### config.mk
export PLATFORM = sky130hd
export DESIGN_NAME = egg_timer_ctrl
export DESIGN_NICKNAME = d
export VERILOG_FILES = /design/src/rtl/egg_timer_pkg.sv /design/src/rtl/bcd_mod_counter.sv /design/src/rtl/egg_timer_ctrl.sv
export SDC_FILE = /design/constraint.sdc
export NUM_CORES = 1
export LEC_CHECK = 0
export BUFFER_PORTS_ARGS = -buffer_cell sky130_fd_sc_hd__buf_4
export CAP_MARGIN = 20
export CORE_MARGIN = 4
export CORE_UTILIZATION = 57
export CTS_CLUSTER_SIZE = 20
export DETAILED_ROUTE_END_ITERATION = 8
export HOLD_SLACK_MARGIN = 0.08
export PLACE_DENSITY = 0.78
export RECOVER_POWER = 50
export SETUP_SLACK_MARGIN = 0.3
export SYNTH_ARGS = -nofsm -noshare
export SYNTH_HDL_FRONTEND = slang
export SYNTH_SLANG_ARGS = --single-unit
### constraint.sdc
create_clock -name clk -period 1 [get_ports clk]
set_clock_uncertainty 0.1 [all_clocks]
set_input_delay 0.05 -clock clk [delete_from_list [all_inputs] [get_ports clk]]
set_output_delay 0.05 -clock clk [all_outputs]
set_load 0.01 [all_outputs]
### src/rtl/egg_timer_pkg.sv
// Shared types for the egg timer: FSM state codes, BCD digit types and time limits.
package egg_timer_pkg;

    typedef enum logic [2:0] {
        ST_IDLE  = 3'd0,
        ST_SET   = 3'd1,
        ST_RUN   = 3'd2,
        ST_PAUSE = 3'd3,
        ST_DONE  = 3'd4
    } state_t;

    typedef logic [3:0] bcd_t;

    typedef struct packed {
        bcd_t tens;
        bcd_t ones;
    } bcd2_t;

    localparam int SEC_MAX         = 59;
    localparam int MAX_MIN_DEFAULT = 59;

    function automatic bcd2_t to_bcd2(input int v);
        bcd2_t r;
        r.tens = bcd_t'(v / 10);
        r.ones = bcd_t'(v % 10);
        return r;
    endfunction

endpackage

### src/rtl/bcd_mod_counter.sv
// Two-digit BCD counter with increment/decrement/hold and programmable wrap limit.
// borrow flags that the next decrement will wrap from 00 up to the limit.
module bcd_mod_counter
    import egg_timer_pkg::*;
(
    input  logic  clk,
    input  logic  rst_n,
    input  logic  inc,
    input  logic  dec,
    input  bcd2_t limit,
    output bcd2_t val,
    output logic  borrow
);

    logic at_lim;

    assign at_lim = (val == limit);
    assign borrow = (val == '0);

    // inc has priority; the controller never asserts both together
    always_ff @(posedge clk or negedge rst_n) begin
        if (!rst_n) begin
            val <= '0;
        end else if (inc) begin
            if (at_lim) begin
                val <= '0;
            end else if (val.ones == 4'd9) begin
                val.ones <= 4'd0;
                val.tens <= val.tens + 4'd1;
            end else begin
                val.ones <= val.ones + 4'd1;
            end
        end else if (dec) begin
            if (borrow) begin
                val <= limit;
            end else if (val.ones == 4'd0) begin
                val.ones <= 4'd9;
                val.tens <= val.tens - 4'd1;
            end else begin
                val.ones <= val.ones - 4'd1;
            end
        end
    end

endmodule

### src/rtl/egg_timer_ctrl.sv
// Egg timer controller: set mm:ss, count down on 1 Hz ticks, pause, and hold the
// alarm for ALARM_SECS ticks once the countdown reaches 00:00.
module egg_timer_ctrl
    import egg_timer_pkg::*;
#(
    parameter int ALARM_SECS = 5,
    parameter int MAX_MIN    = MAX_MIN_DEFAULT
) (
    input  logic       clk,
    input  logic       reset,
    input  logic       tick_1hz,
    input  logic       cook_time,
    input  logic       start,
    input  logic       minutes_up,
    input  logic       seconds_up,
    output logic [3:0] second_ones,
    output logic [3:0] second_tens,
    output logic [3:0] minute_ones,
    output logic [3:0] minute_tens,
    output logic       enable_timer_cooktime,
    output logic       running,
    output logic       alarm,
    output logic [2:0] state
);

    localparam int    CW         = (ALARM_SECS > 1) ? $clog2(ALARM_SECS) : 1;
    localparam bcd2_t SEC_LIM    = to_bcd2(SEC_MAX);
    localparam bcd2_t MIN_LIM    = to_bcd2(MAX_MIN);
    localparam bcd2_t ONE_SEC    = to_bcd2(1);

    logic [1:0]    rst_sync;
    logic          rst_n;
    state_t        cur_st, state_nxt;
    logic [CW-1:0] alarm_cnt;
    bcd2_t         sec_val, min_val;
    logic          sec_borrow, min_borrow;
    logic          sec_inc, min_inc, run_tick;
    logic          time_zero, last_sec;

    // Assert asynchronously, release two clocks after reset rises
    always_ff @(posedge clk or negedge reset) begin
        if (!reset) rst_sync <= 2'b00;
        else        rst_sync <= {rst_sync[0], 1'b1};
    end
    assign rst_n = rst_sync[1];

    assign time_zero = sec_borrow && min_borrow;
    assign last_sec  = min_borrow && (sec_val == ONE_SEC);

    always_comb begin
        state_nxt = cur_st;
        sec_inc   = 1'b0;
        min_inc   = 1'b0;
        run_tick  = 1'b0;
        case (cur_st)
            ST_IDLE: begin
                if (cook_time)                 state_nxt = ST_SET;
                else if (start && !time_zero)  state_nxt = ST_RUN;
            end
            ST_SET: begin
                sec_inc = seconds_up;
                min_inc = minutes_up;
                if (!cook_time) state_nxt = ST_IDLE;
            end
            ST_RUN: begin
                // a start coinciding with a tick pauses and drops the tick
                if (start) begin
                    state_nxt = ST_PAUSE;
                end else if (tick_1hz) begin
                    run_tick = 1'b1;
                    if (last_sec) state_nxt = ST_DONE;
                end
            end
            ST_PAUSE: begin
                if (start)          state_nxt = ST_RUN;
                else if (cook_time) state_nxt = ST_SET;
            end
            ST_DONE: begin
                if (start || (tick_1hz && alarm_cnt == CW'(ALARM_SECS - 1)))
                    state_nxt = ST_IDLE;
            end
            default: state_nxt = ST_IDLE;
        endcase
    end

    always_ff @(posedge clk or negedge rst_n) begin
        if (!rst_n) begin
            cur_st                <= ST_IDLE;
            enable_timer_cooktime <= 1'b0;
            running               <= 1'b0;
            alarm                 <= 1'b0;
            alarm_cnt             <= '0;
        end else begin
            cur_st                <= state_nxt;
            enable_timer_cooktime <= (state_nxt == ST_SET);
            running               <= (state_nxt == ST_RUN);
            alarm                 <= (state_nxt == ST_DONE);
            if (state_nxt != ST_DONE)
                alarm_cnt <= '0;
            else if (cur_st == ST_DONE && tick_1hz)
                alarm_cnt <= alarm_cnt + CW'(1);
        end
    end

    bcd_mod_counter u_sec (
        .clk    (clk),
        .rst_n  (rst_n),
        .inc    (sec_inc),
        .dec    (run_tick),
        .limit  (SEC_LIM),
        .val    (sec_val),
        .borrow (sec_borrow)
    );

    bcd_mod_counter u_min (
        .clk    (clk),
        .rst_n  (rst_n),
        .inc    (min_inc),
        .dec    (run_tick && sec_borrow),
        .limit  (MIN_LIM),
        .val    (min_val),
        .borrow (min_borrow)
    );

    assign second_ones = sec_val.ones;
    assign second_tens = sec_val.tens;
    assign minute_ones = min_val.ones;
    assign minute_tens = min_val.tens;
    assign state       = cur_st;

endmodule

==> results of run 1 <==
## synth_stat cells, types with 5 or more instances
master / number
dfrtp_1: 27
inv_1: 15
clkbuf_1: 6
o21ai_0: 5
ha_1: 13
nor2_1: 21
buf_2: 5
a211oi_1: 5
a21oi_1: 6
nor3_1: 12
mux2i_1: 7
nand2_1: 8
o31ai_1: 6
a211o_1: 5
## what timing repair did
| item | 4_1_cts |
|---|---|
| setup endpoints to repair | 47 |
| resized for setup | 58 |
| hold endpoints to repair | 6 |
| setup buffers | 16 |
| hold buffers | 1 |
| pin swaps | 16 |
## per-stage QoR
stage | TNS, ns | hold slack [ns] | instance area, um2 | cells | setup slack (ns)
4_1_cts | -25.26 | -0.0855 | 3210 | 374 | -1.01
3_5_place_dp | -20.29 | -0.266 | 2840 | 353 | -1.01
3_3_place_gp | -18.99 | -0.268 | 2840 | 353 | -0.924
2_1_floorplan | -18.05 | -0.346 | 2100 | 220 | -1.03
## logic make-up after synthesis
group | count (synthesis)
AOI/OAI and AO/OA | 55
xor gates and xnor gates | 7
adders and majority gates | 13
buffers and inverters | 27
DFF | 27
muxes | 7
other | 1
and+or+nand+nor | 83
==> results.txt, run 1 <==
----------------------------------------------------
[Run status]
  Status ... aborted with a tool error
  Exit stage ... global routing
  First reported error ... [ERROR DPL-0038] Utilization greater than 100%, impossible to legalize

[Logic synthesis]
  Synthesized instance count ... 220
  Multiplexer share of the synthesized area ... 3.44%
  Compound-cell area share of the yosys netlist ... 20.1%
  Post-synthesis share of cell area spent on full adders, half adders and majority gates ... 7.98%
  Share of the yosys chip area belonging to registers ... 33.1%
  Top FF cell, synth ... dfrtp_1
  Proportion of netlist area held by the largest area contributor ... 33.1%
  Synthesized net count ... 240
  Parity-gate share of the synthesized area counting xor and xnor cells ... 3.01%
  Syn Std Cell Area ... 0.00204 mm2
  Basic-gate share of the synthesized area counting and, or, nand and nor cells ... 26.5%
  Share of flip-flops with an asynchronous set or reset after synthesis ... 100%
  Area contributors post-synth ... dfrtp_1 33%, ha_1 8.0%, nor2_1 3.9%
  Biggest area consumer among synthesized cells ... dfrtp_1
  Post-synthesis register bit count ... 27
  Library cells used by synthesis ... 62
  YS warnings ... 0
  Largest family of logic cells by synthesized area ... simple AND/OR/NAND/NOR gates
  Number of enable flip-flop cells after synthesis ... 0
  Average size of a mapped cell ... 9.26 um2

[Placed design]
  GPL Wtd Cong ... 0.912
  Placed wire-length estimate ... 4760 um
  Number of port buffers ... 28

[Clocking]
  Maximum count of clock buffers along a single path ... 2
  Clock H-tree levels ... 1
  Root buffer cell ... clkbuf_4
  Number of buffers inserted during clock tree synthesis ... 3
  Clock Sinks ... 27

[STA]
  Pin category terminating the worst setup path after the last repair ... register input
  Endpoint pin with the least setup slack after global-route repair ... u_min.val[6]$_DFFE_PN0P_/D

[Floorplanning]
  Die Height ... 67.8 um
  Initial standard-cell utilization of the core ... 60.1%
  Horiz. Die Dim ... 67.8 um
  Cell row count ... 21
  Boundary Pins ... 29

[Global routing]
  Largest net degree at the start of global routing ... 26

----------------------------------------------------
==> run 2: changes to the inputs <==
CORE_UTILIZATION = 40   (was 57)
CTS_CLUSTER_SIZE = default   (was 20)
HOLD_SLACK_MARGIN = default   (was 0.08)
PLACE_DENSITY = default   (was 0.78)
PLACE_DENSITY_LB_ADDON = 0.15   (was default)
SETUP_SLACK_MARGIN = default   (was 0.3)
==> run 2 against run 1 <==
The flow now finishes, with violations (negative hold slack, negative setup slack). Area after synthesis unchanged. Synthesized cell count unchanged.
==> results.txt, run 2 <==
----------------------------------------------------
[Clocking]
  Clk Latency, worst-skew pair ... 0.28 ns
  Root buffer cell ... clkbuf_8 (was clkbuf_4)
  Number of buffers inserted during clock tree synthesis ... 3 (unchanged)
  CTS hold repair buffers ... 2 (was 1)
  CTS tree ... done
  Maximum count of clock buffers along a single path ... 2 (unchanged)
  Clock-pin slew of the registers on the worst-case setup and hold paths ... 0.11 ns
  Clock Sinks ... 27 (unchanged)
  Clock H-tree levels ... 1 (unchanged)

[Critical path]
  Critical path launch point type ... flip-flop
  WP data arrival ... 2.08 ns
  Required time of the critical path ... 1.08 ns
  Worst path max stage delay ... 0.48 ns
  Number of buffer and inverter instances along the worst setup path ... 2
  Type of the setup path with the least slack ... flip-flop to flip-flop
  CP cell instances ... inv_4 > ha_4 > or4b_4 > nor4_4 > buf_4 > a311o_1 > o31ai_2
  Largest fanout on the critical path ... 5
  Kind of capture point of the worst setup path ... flip-flop
  Top delay family on crit path ... simple AND/OR/NAND/NOR gates
  Cell type of the slowest stage on the worst timing path ... or4b_4

[Global routing]
  Vias in the first global route ... 2132
  Global routing usage summed across all routing layers ... 20.4%
  Initial antenna violation count ... 0
  First-pass GRT wire length ... 10200 um
  Remaining global-route overflow ... 0
  Largest net degree at the start of global routing ... 17

[Placed design]
  GPL Wtd Cong ... 0.882 (was 0.912)
  Number of port buffers ... 28 (unchanged)
  Placed Cells incl. Taps ... 370 (was 353)
  Post-place setup slack ... -0.956 ns (was -1.01 ns)
  Placed wire-length estimate ... 4380 um (was 4760 um)

[Logic synthesis]
  Synthesized instance count ... 220 (unchanged)
  Proportion of netlist area held by the largest area contributor ... 33.1% (unchanged)
  Share of the yosys chip area belonging to registers ... 33.1% (unchanged)
  Library cells used by synthesis ... 62 (unchanged)
  Area contributors post-synth ... dfrtp_1 33%, ha_1 8.0%, nor2_1 3.9% (unchanged)
  Number of enable flip-flop cells after synthesis ... 0 (unchanged)
  Biggest area consumer among synthesized cells ... dfrtp_1 (unchanged)
  Syn Std Cell Area ... 0.00204 mm2 (unchanged)
  Top-count cell post-synth ... dfrtp_1 (unchanged)
  Share of flip-flops with an asynchronous set or reset after synthesis ... 100% (unchanged)
  YS warnings ... 0 (unchanged)
  Top FF cell, synth ... dfrtp_1 (unchanged)
  Synthesized net count ... 240 (unchanged)
  Post-synthesis register bit count ... 27 (unchanged)
  Most common library cells after synthesis ... 27 x dfrtp_1, 21 x nor2_1, 15 x inv_1, 13 x ha_1, 12 x nor3_1 (unchanged)
  Average size of a mapped cell ... 9.26 um2 (unchanged)

[Drt]
  Wire length per cell after detailed routing ... 16.8 um
  Total detailed-routing wirelength ... 6930 um
  Number of nets with antenna violations after routing ... 0
  Vias ... 2246
  Final routed DRC violation total ... 0
  Iter 0 DRT Violations ... 142
  Number of optimization iterations in the first detailed-route pass ... 4
  Via/cell ratio ... 5.44

[Floorplanning]
  Cell row count ... 25 (was 21)
  Overall die area ... 0.00630 mm2
  Boundary Pins ... 29 (unchanged)
  Horiz. Die Dim ... 79.4 um (was 67.8 um)
  Core Footprint ... 0.00482 mm2
  Die Height ... 79.4 um (was 67.8 um)
  Initial standard-cell utilization of the core ... 42.3% (was 60.1%)

[Run]
  Number of max-capacitance violations reported ... 0

[Final layout]
  Number of diodes added for antenna fixing ... 0
  Leading cell types in the layout, fill and taps excluded ... 77 x buf_4, 51 x buf_6, 21 x dfrtp_1
  Regs by FF count ... u_min.val: 8 flops, u_sec.val: 8 flops
  Most common cell after layout, fill and taps aside ... buf_4
  Fraction of final layout cells with drive strength greater than 1 ... 55.5%
  Utilization of the core after routing ... 75.2%
  Area growth syn-to-layout ... 77.8%
  Number of non-filler instances in the completed layout ... 413
  Total Nets Final ... 367

[STA]
  Final setup fails ... 44
  Min Tclk post-route ... 2.00 ns
  RSZ-0062 raised after global routing ... yes
  Post-Route Hold Slack ... -0.0266 ns
  Final Cycle Share ... 200%
  Minimum setup slack in the final design ... -0.999 ns
  Number of pins with negative max-slew slack in the final report ... 0
  Fin. Hold Viols ... 2
  Fmax achieved ... 500 MHz

[Run status]
  Status ... finished with violations (was aborted with a tool error)
  Failing checks ... negative hold slack, negative setup slack

[Power and ir drop]
  IR drop worst, VDD ... 1490 uV
  Leakage ... 1.68 nW
  Post-layout total power ... 0.0101 W
  Power density normalized to cell area ... 2780 mW/mm2

[Hold path]
  Hold Crit Class ... input port to flip-flop

----------------------------------------------------
run 2: cell counts after synthesis:
Identical to the previous run, type by type.
run 2: final timing paths:
check	start	endpoint	slack [ns]	cells past startpoint
setup / recovery	u_sec.val[4]	u_min.val[4]	-1.0	7
min in group asynchronous	rst_sync[1]	alarm_cnt[1]	0.14	1
hold reg to reg	rst_sync[1]	alarm_cnt[1]	0.14	1
setup reg to reg	u_sec.val[4]	u_min.val[4]	-1.0	7
hold / removal	cook_time	state[1]	-0.03	4
max in group asynchronous	reset	rst_sync[1]	0.18	3
run 2: area by class of cell:
type                            count  area [um2]
Multi-Input combinational cell    166        1540
Timing Repair Buffer              134        1210
Fill cell                         346        1190
Sequential cell                    27         683
Tap cell                           67        83.8
Inverter                           15        58.8
Clock buffer                        3        41.3
Clock inverter                      1        7.51
run 2: where the power goes:
group	switching (W)	internal, W	leakage [nW]
combinational	0.00330	0.00424	1.34
sequential	0.000383	0.00147	0.322
clock	0.000396	0.000284	0.0217
run 2: what timing repair did:
action | CTS | global route
setup buffers | 21 | 23
pin swaps | 17 | 15
cloned | 0 | 1
setup endpoints to repair | 44 | 44
hold endpoints to repair | 2 | 2
resized for setup | 58 | 56
run 2: per-layer routing:
layer	track usage (%)	share of wire [%]	vias to the layer above	wire length, um
li1	-	-	1075	-
met1	28.8	43	1086	3000
met2	33.1	49	65	3420
met3	2.71	4.7	20	326
met4	4.64	2.6	0	180
met5	0	0	-	0
run 2: kinds of logic after synthesis:
logic type,Yosys count,share of synthesized area [%]
AOI/OAI and AO/OA,55,20.1
xor gates and xnor gates,7,3.01
adders and majority gates,13,7.98
buffers and inverters,27,5.65
DFF,27,33.1
muxes,7,3.44
other,1,0.184
and+or+nand+nor,83,26.5
run 2: per-stage QoR:
step | instance area, um2 | setup TNS [ns]
after floorplan | 2100 | -18.05
after global placement | 2820 | -18.39
after detailed placement | 2820 | -19.08
after CTS | 3250 | -23.17
after global routing | 3620 | -27.17
final | 3620 | -24.32
run 2: tightest hold or removal path, stage by stage:
cell and delay [ns]:
buf_4 0.10, nor4b_2 0.05, o21ai_4 0.07, nand2_2 0.05
No activity file was read; power rests on OpenSTA's default activity.
==> run 3: changes to the inputs <==
ABC_AREA = 1   (was default)
==> run 3 against run 2 <==
The run ends with negative setup slack left. First-iteration DRC count fell by 28%. Sequential share of layout area grew 1.5 points. Critical path type unchanged. Synthesized cell count rose by 24%. Design area fell by 6.9%. Die area rose by 0.56%.
==> results.txt, run 3 <==
----------------------------------------------------
[Logic synthesis]
  Basic-gate share of the synthesized area counting and, or, nand and nor cells ... 38.0% (was 26.5%)
  Top FF cell, synth ... dfrtp_1 (unchanged)
  Largest family of logic cells by synthesized area ... simple AND/OR/NAND/NOR gates (unchanged)
  Most common library cells after synthesis ... 81 x nand2_1, 32 x inv_1, 27 x dfrtp_1, 22 x nand3_1, 20 x nor2_1 (was 27 x dfrtp_1, 21 x nor2_1, 15 x inv_1, 13 x ha_1, 12 x nor3_1)
  Compound-cell area share of the yosys netlist ... 6.77% (was 20.1%)
  Biggest area consumer among synthesized cells ... dfrtp_1 (unchanged)
  Synthesized instance count ... 272 (was 220)
  Average size of a mapped cell ... 7.54 um2 (was 9.26 um2)
  Parity-gate share of the synthesized area counting xor and xnor cells ... 5.98% (was 3.01%)
  YS warnings ... 0 (unchanged)
  Area contributors post-synth ... dfrtp_1 33%, nand2_1 15%, ha_1 7.9% (was dfrtp_1 33%, ha_1 8.0%, nor2_1 3.9%)
  Top-count cell post-synth ... nand2_1 (was dfrtp_1)
  Post-synthesis register bit count ... 27 (unchanged)
  Proportion of netlist area held by the largest area contributor ... 32.9% (was 33.1%)
  Syn Std Cell Area ... 0.00205 mm2 (was 0.00204 mm2)
  Post-synthesis share of cell area spent on full adders, half adders and majority gates ... 7.93% (was 7.98%)
  Synthesized net count ... 292 (was 240)
  Number of enable flip-flop cells after synthesis ... 0 (unchanged)
  Library cells used by synthesis ... 28 (was 62)
  Share of flip-flops with an asynchronous set or reset after synthesis ... 100% (unchanged)
  Share of the yosys chip area belonging to registers ... 32.9% (was 33.1%)
  Multiplexer share of the synthesized area ... 0% (was 3.44%)

[Global routing]
  Vias in the first global route ... 2068 (was 2132)
  Initial antenna violation count ... 0 (unchanged)
  Remaining global-route overflow ... 0 (unchanged)
  Global routing usage summed across all routing layers ... 18.2% (was 20.4%)
  Largest net degree at the start of global routing ... 20 (was 17)
  First-pass GRT wire length ... 9190 um (was 10200 um)

[Final layout]
  Fraction of final layout cells with drive strength greater than 1 ... 50.0% (was 55.5%)
  Regs by FF count ... u_min.val: 8 flops, u_sec.val: 8 flops (unchanged)
  Total Nets Final ... 401 (was 367)
  Final Cell Area ... 0.00337 mm2 (was 0.00362 mm2)
  Most common cell after layout, fill and taps aside ... nand2_1 (was buf_4)
  Number of non-filler instances in the completed layout ... 447 (was 413)
  Area growth syn-to-layout ... 64.6% (was 77.8%)
  Number of diodes added for antenna fixing ... 0 (unchanged)
  Utilization of the core after routing ... 69.6% (was 75.2%)
  Leading cell types in the layout, fill and taps excluded ... 73 x nand2_1, 54 x buf_4, 48 x buf_6 (was 77 x buf_4, 51 x buf_6, 21 x dfrtp_1)

[STA]
  Fmax achieved ... 660 MHz (was 500 MHz)
  Remaining max-slew budget at the tightest pin ... 65.2%
  RSZ-0062 raised after global routing ... yes (unchanged)
  Fin. Hold Viols ... 0 (was 2)
  Minimum setup slack in the final design ... -0.515 ns (was -0.999 ns)
  Min Tclk post-route ... 1.51 ns (was 2.00 ns)
  Final Cycle Share ... 151% (was 200%)
  Transition time at the pin with the least slew margin ... 0.522 ns
  Number of pins with negative max-slew slack in the final report ... 0 (unchanged)
  Final setup fails ... 44 (unchanged)

[Floorplanning]
  Overall die area ... 0.00634 mm2 (was 0.00630 mm2)
  Core Footprint ... 0.00485 mm2 (was 0.00482 mm2)
  Die Height ... 79.6 um (was 79.4 um)
  Boundary Pins ... 29 (unchanged)
  Horiz. Die Dim ... 79.6 um (was 79.4 um)
  Initial standard-cell utilization of the core ... 42.3% (about the same)
  Cell row count ... 25 (unchanged)

[Power and ir drop]
  IR drop worst, VDD ... 1990 uV (was 1490 uV)
  Sw Pwr ... 0.00457 W (was 0.00408 W)
  Power density normalized to cell area ... 3040 mW/mm2 (was 2780 mW/mm2)
  Internal portion of total power ... 0.00568 W (was 0.00599 W)
  Sw frac ... 44.6% (was 40.5%)
  Sequential share of power ... 18.9% (was 18.4%)
  Leakage ... 1.67 nW (was 1.68 nW)
  Combinational share of power ... 74.7% (was 74.9%)
  Clock group share of total power ... 6.4% (was 6.7%)

[Critical path]
  Cell type of the slowest stage on the worst timing path ... dfrtp_2 (was or4b_4)
  Critical path launch point type ... flip-flop (unchanged)
  Worst path max stage delay ... 0.45 ns (was 0.48 ns)
  Instance count on the critical path ... 8 (was 7)
  Kind of capture point of the worst setup path ... flip-flop (unchanged)
  Largest fanout on the critical path ... 4 (was 5)
  Depth of the worst register-to-register path ... 8 (was 7)
  CP cell instances ... inv_1 > nand2_2 > buf_4 > nor2_2 > nand4_1 > nand2_1 > inv_2 > nor2_1 (was inv_4 > ha_4 > or4b_4 > nor4_4 > buf_4 > a311o_1 > o31ai_2)
  WP data arrival ... 1.63 ns (was 2.08 ns)
  Required time of the critical path ... 1.12 ns (was 1.08 ns)
  Number of buffer and inverter instances along the worst setup path ... 3 (was 2)
  Top delay family on crit path ... simple AND/OR/NAND/NOR gates (unchanged)
  R2r setup slk ... -0.51 ns (was -1.0 ns)
  Type of the setup path with the least slack ... flip-flop to flip-flop (unchanged)

[Clocking]
  CTS tree ... done (unchanged)
  Clock H-tree levels ... 1 (unchanged)
  Clk Latency, worst-skew pair ... 0.28 ns (about the same)
  Maximum count of clock buffers along a single path ... 2 (unchanged)
  Clock-pin slew of the registers on the worst-case setup and hold paths ... 0.10 ns (was 0.11 ns)
  Root buffer cell ... clkbuf_8 (unchanged)
  Number of buffers inserted during clock tree synthesis ... 3 (unchanged)
  Clock Sinks ... 27 (unchanged)

[Run status]
  Status ... finished with violations (unchanged)
  Failing checks ... negative setup slack (was negative hold slack, negative setup slack)

[Placed design]
  Number of port buffers ... 28 (unchanged)
  Placed wire-length estimate ... 3870 um (was 4380 um)
  GPL Wtd Cong ... 0.855 (was 0.882)
  Instance area at placement ... 0.00286 mm2 (was 0.00282 mm2)
  Placed Cells incl. Taps ... 425 (was 370)

[Drt]
  Number of nets with antenna violations after routing ... 0 (unchanged)
  Wire length per cell after detailed routing ... 12.6 um (was 16.8 um)
  Number of optimization iterations in the first detailed-route pass ... 5 (was 4)
  Total detailed-routing wirelength ... 5630 um (was 6930 um)
  Vias ... 2118 (was 2246)
  Via/cell ratio ... 4.74 (was 5.44)
  Final routed DRC violation total ... 0 (unchanged)
  Iter 0 DRT Violations ... 102 (was 142)

[Hold path]
  Worst hold path cell count ... 4 (unchanged)
  Hold Crit Class ... input port to flip-flop (unchanged)

[Run]
  Number of max-capacitance violations reported ... 0 (unchanged)

----------------------------------------------------
[run 3: final timing paths]
path,from,end
hold / removal,cook_time,state[1]
hold reg to reg,rst_sync[1],u_min.val[5]
min in group asynchronous,rst_sync[1],u_min.val[5]
setup / recovery,u_sec.val[1],alarm_cnt[0]
max in group asynchronous,reset,rst_sync[1]
setup reg to reg,u_sec.val[1],alarm_cnt[0]
[run 3: cell type report]
type                    instances  area (um2)
multi-input cells             206        1430
flip-flops and latches         27         688
clock inverters                 1        5.00
clock buffers                   3        41.3
repair buffers                106         975
fillers                       380        1470
inverters                      37         156
well taps                      67        83.8
[run 3: logic make-up (layout without fill, tap and decap cells)]
family,count (synthesis),count (layout)
AND/OR/NAND/NOR,153,153
adder cells (fa/ha/maj),13,13
flip-flops,27,27
AO/OA/AOI/OAI,25,25
other,1,1
XOR/XNOR,14,14
buffers and inverters,39,147
[run 3: metrics by stage]
stage | total power (W) | setup WS, ns | TNS [ns] | hold WS (ns)
2_1_floorplan | 0.00538 | -0.472 | -9.94 | -0.346
3_3_place_gp | 0.00786 | -0.501 | -11.06 | -0.267
3_5_place_dp | 0.00789 | -0.535 | -11.38 | -0.266
4_1_cts | 0.00936 | -0.486 | -13.40 | 0.0234
5_1_grt | 0.0111 | -0.610 | -16.72 | 0.0576
6_report | 0.0103 | -0.515 | -13.86 | 0.0320
[run 3: power by group through the flow]
stage | sequential, W | clock (W) | combinational [W]
CTS | 0.00190 | 0.000680 | 0.00679
global route | 0.00199 | 0.000730 | 0.00838
global placement | 0.00184 | 0 | 0.00602
floorplan | 0.00216 | 0 | 0.00322
finish | 0.00194 | 0.000655 | 0.00766
detailed placement | 0.00184 | 0 | 0.00605
[run 3: what timing repair did]
action | CTS | global route
pin swaps | 28 | 22
setup buffers | 10 | 13
resized for setup | 60 | 49
endpoints found under the hold margin | 2 | 0
hold buffers | 2 | 0
endpoints found under the setup margin | 44 | 44
[run 3: layer usage]
metal  vias up  share of wire [%]  track usage, %
met3        10                2.8            2.48
met5         -                  0               0
li1       1072                  -               -
met2        39                 50            30.6
met1       997                 45            24.2
met4         0                1.5            5.15
[run 3: worst reg2reg max path: cells and delay by family, from the launching register on]
family / cells / cell delay, ns
DFF: 1 / 0.45
buffers and inverters: 3 / 0.32
and+or+nand+nor: 5 / 0.58
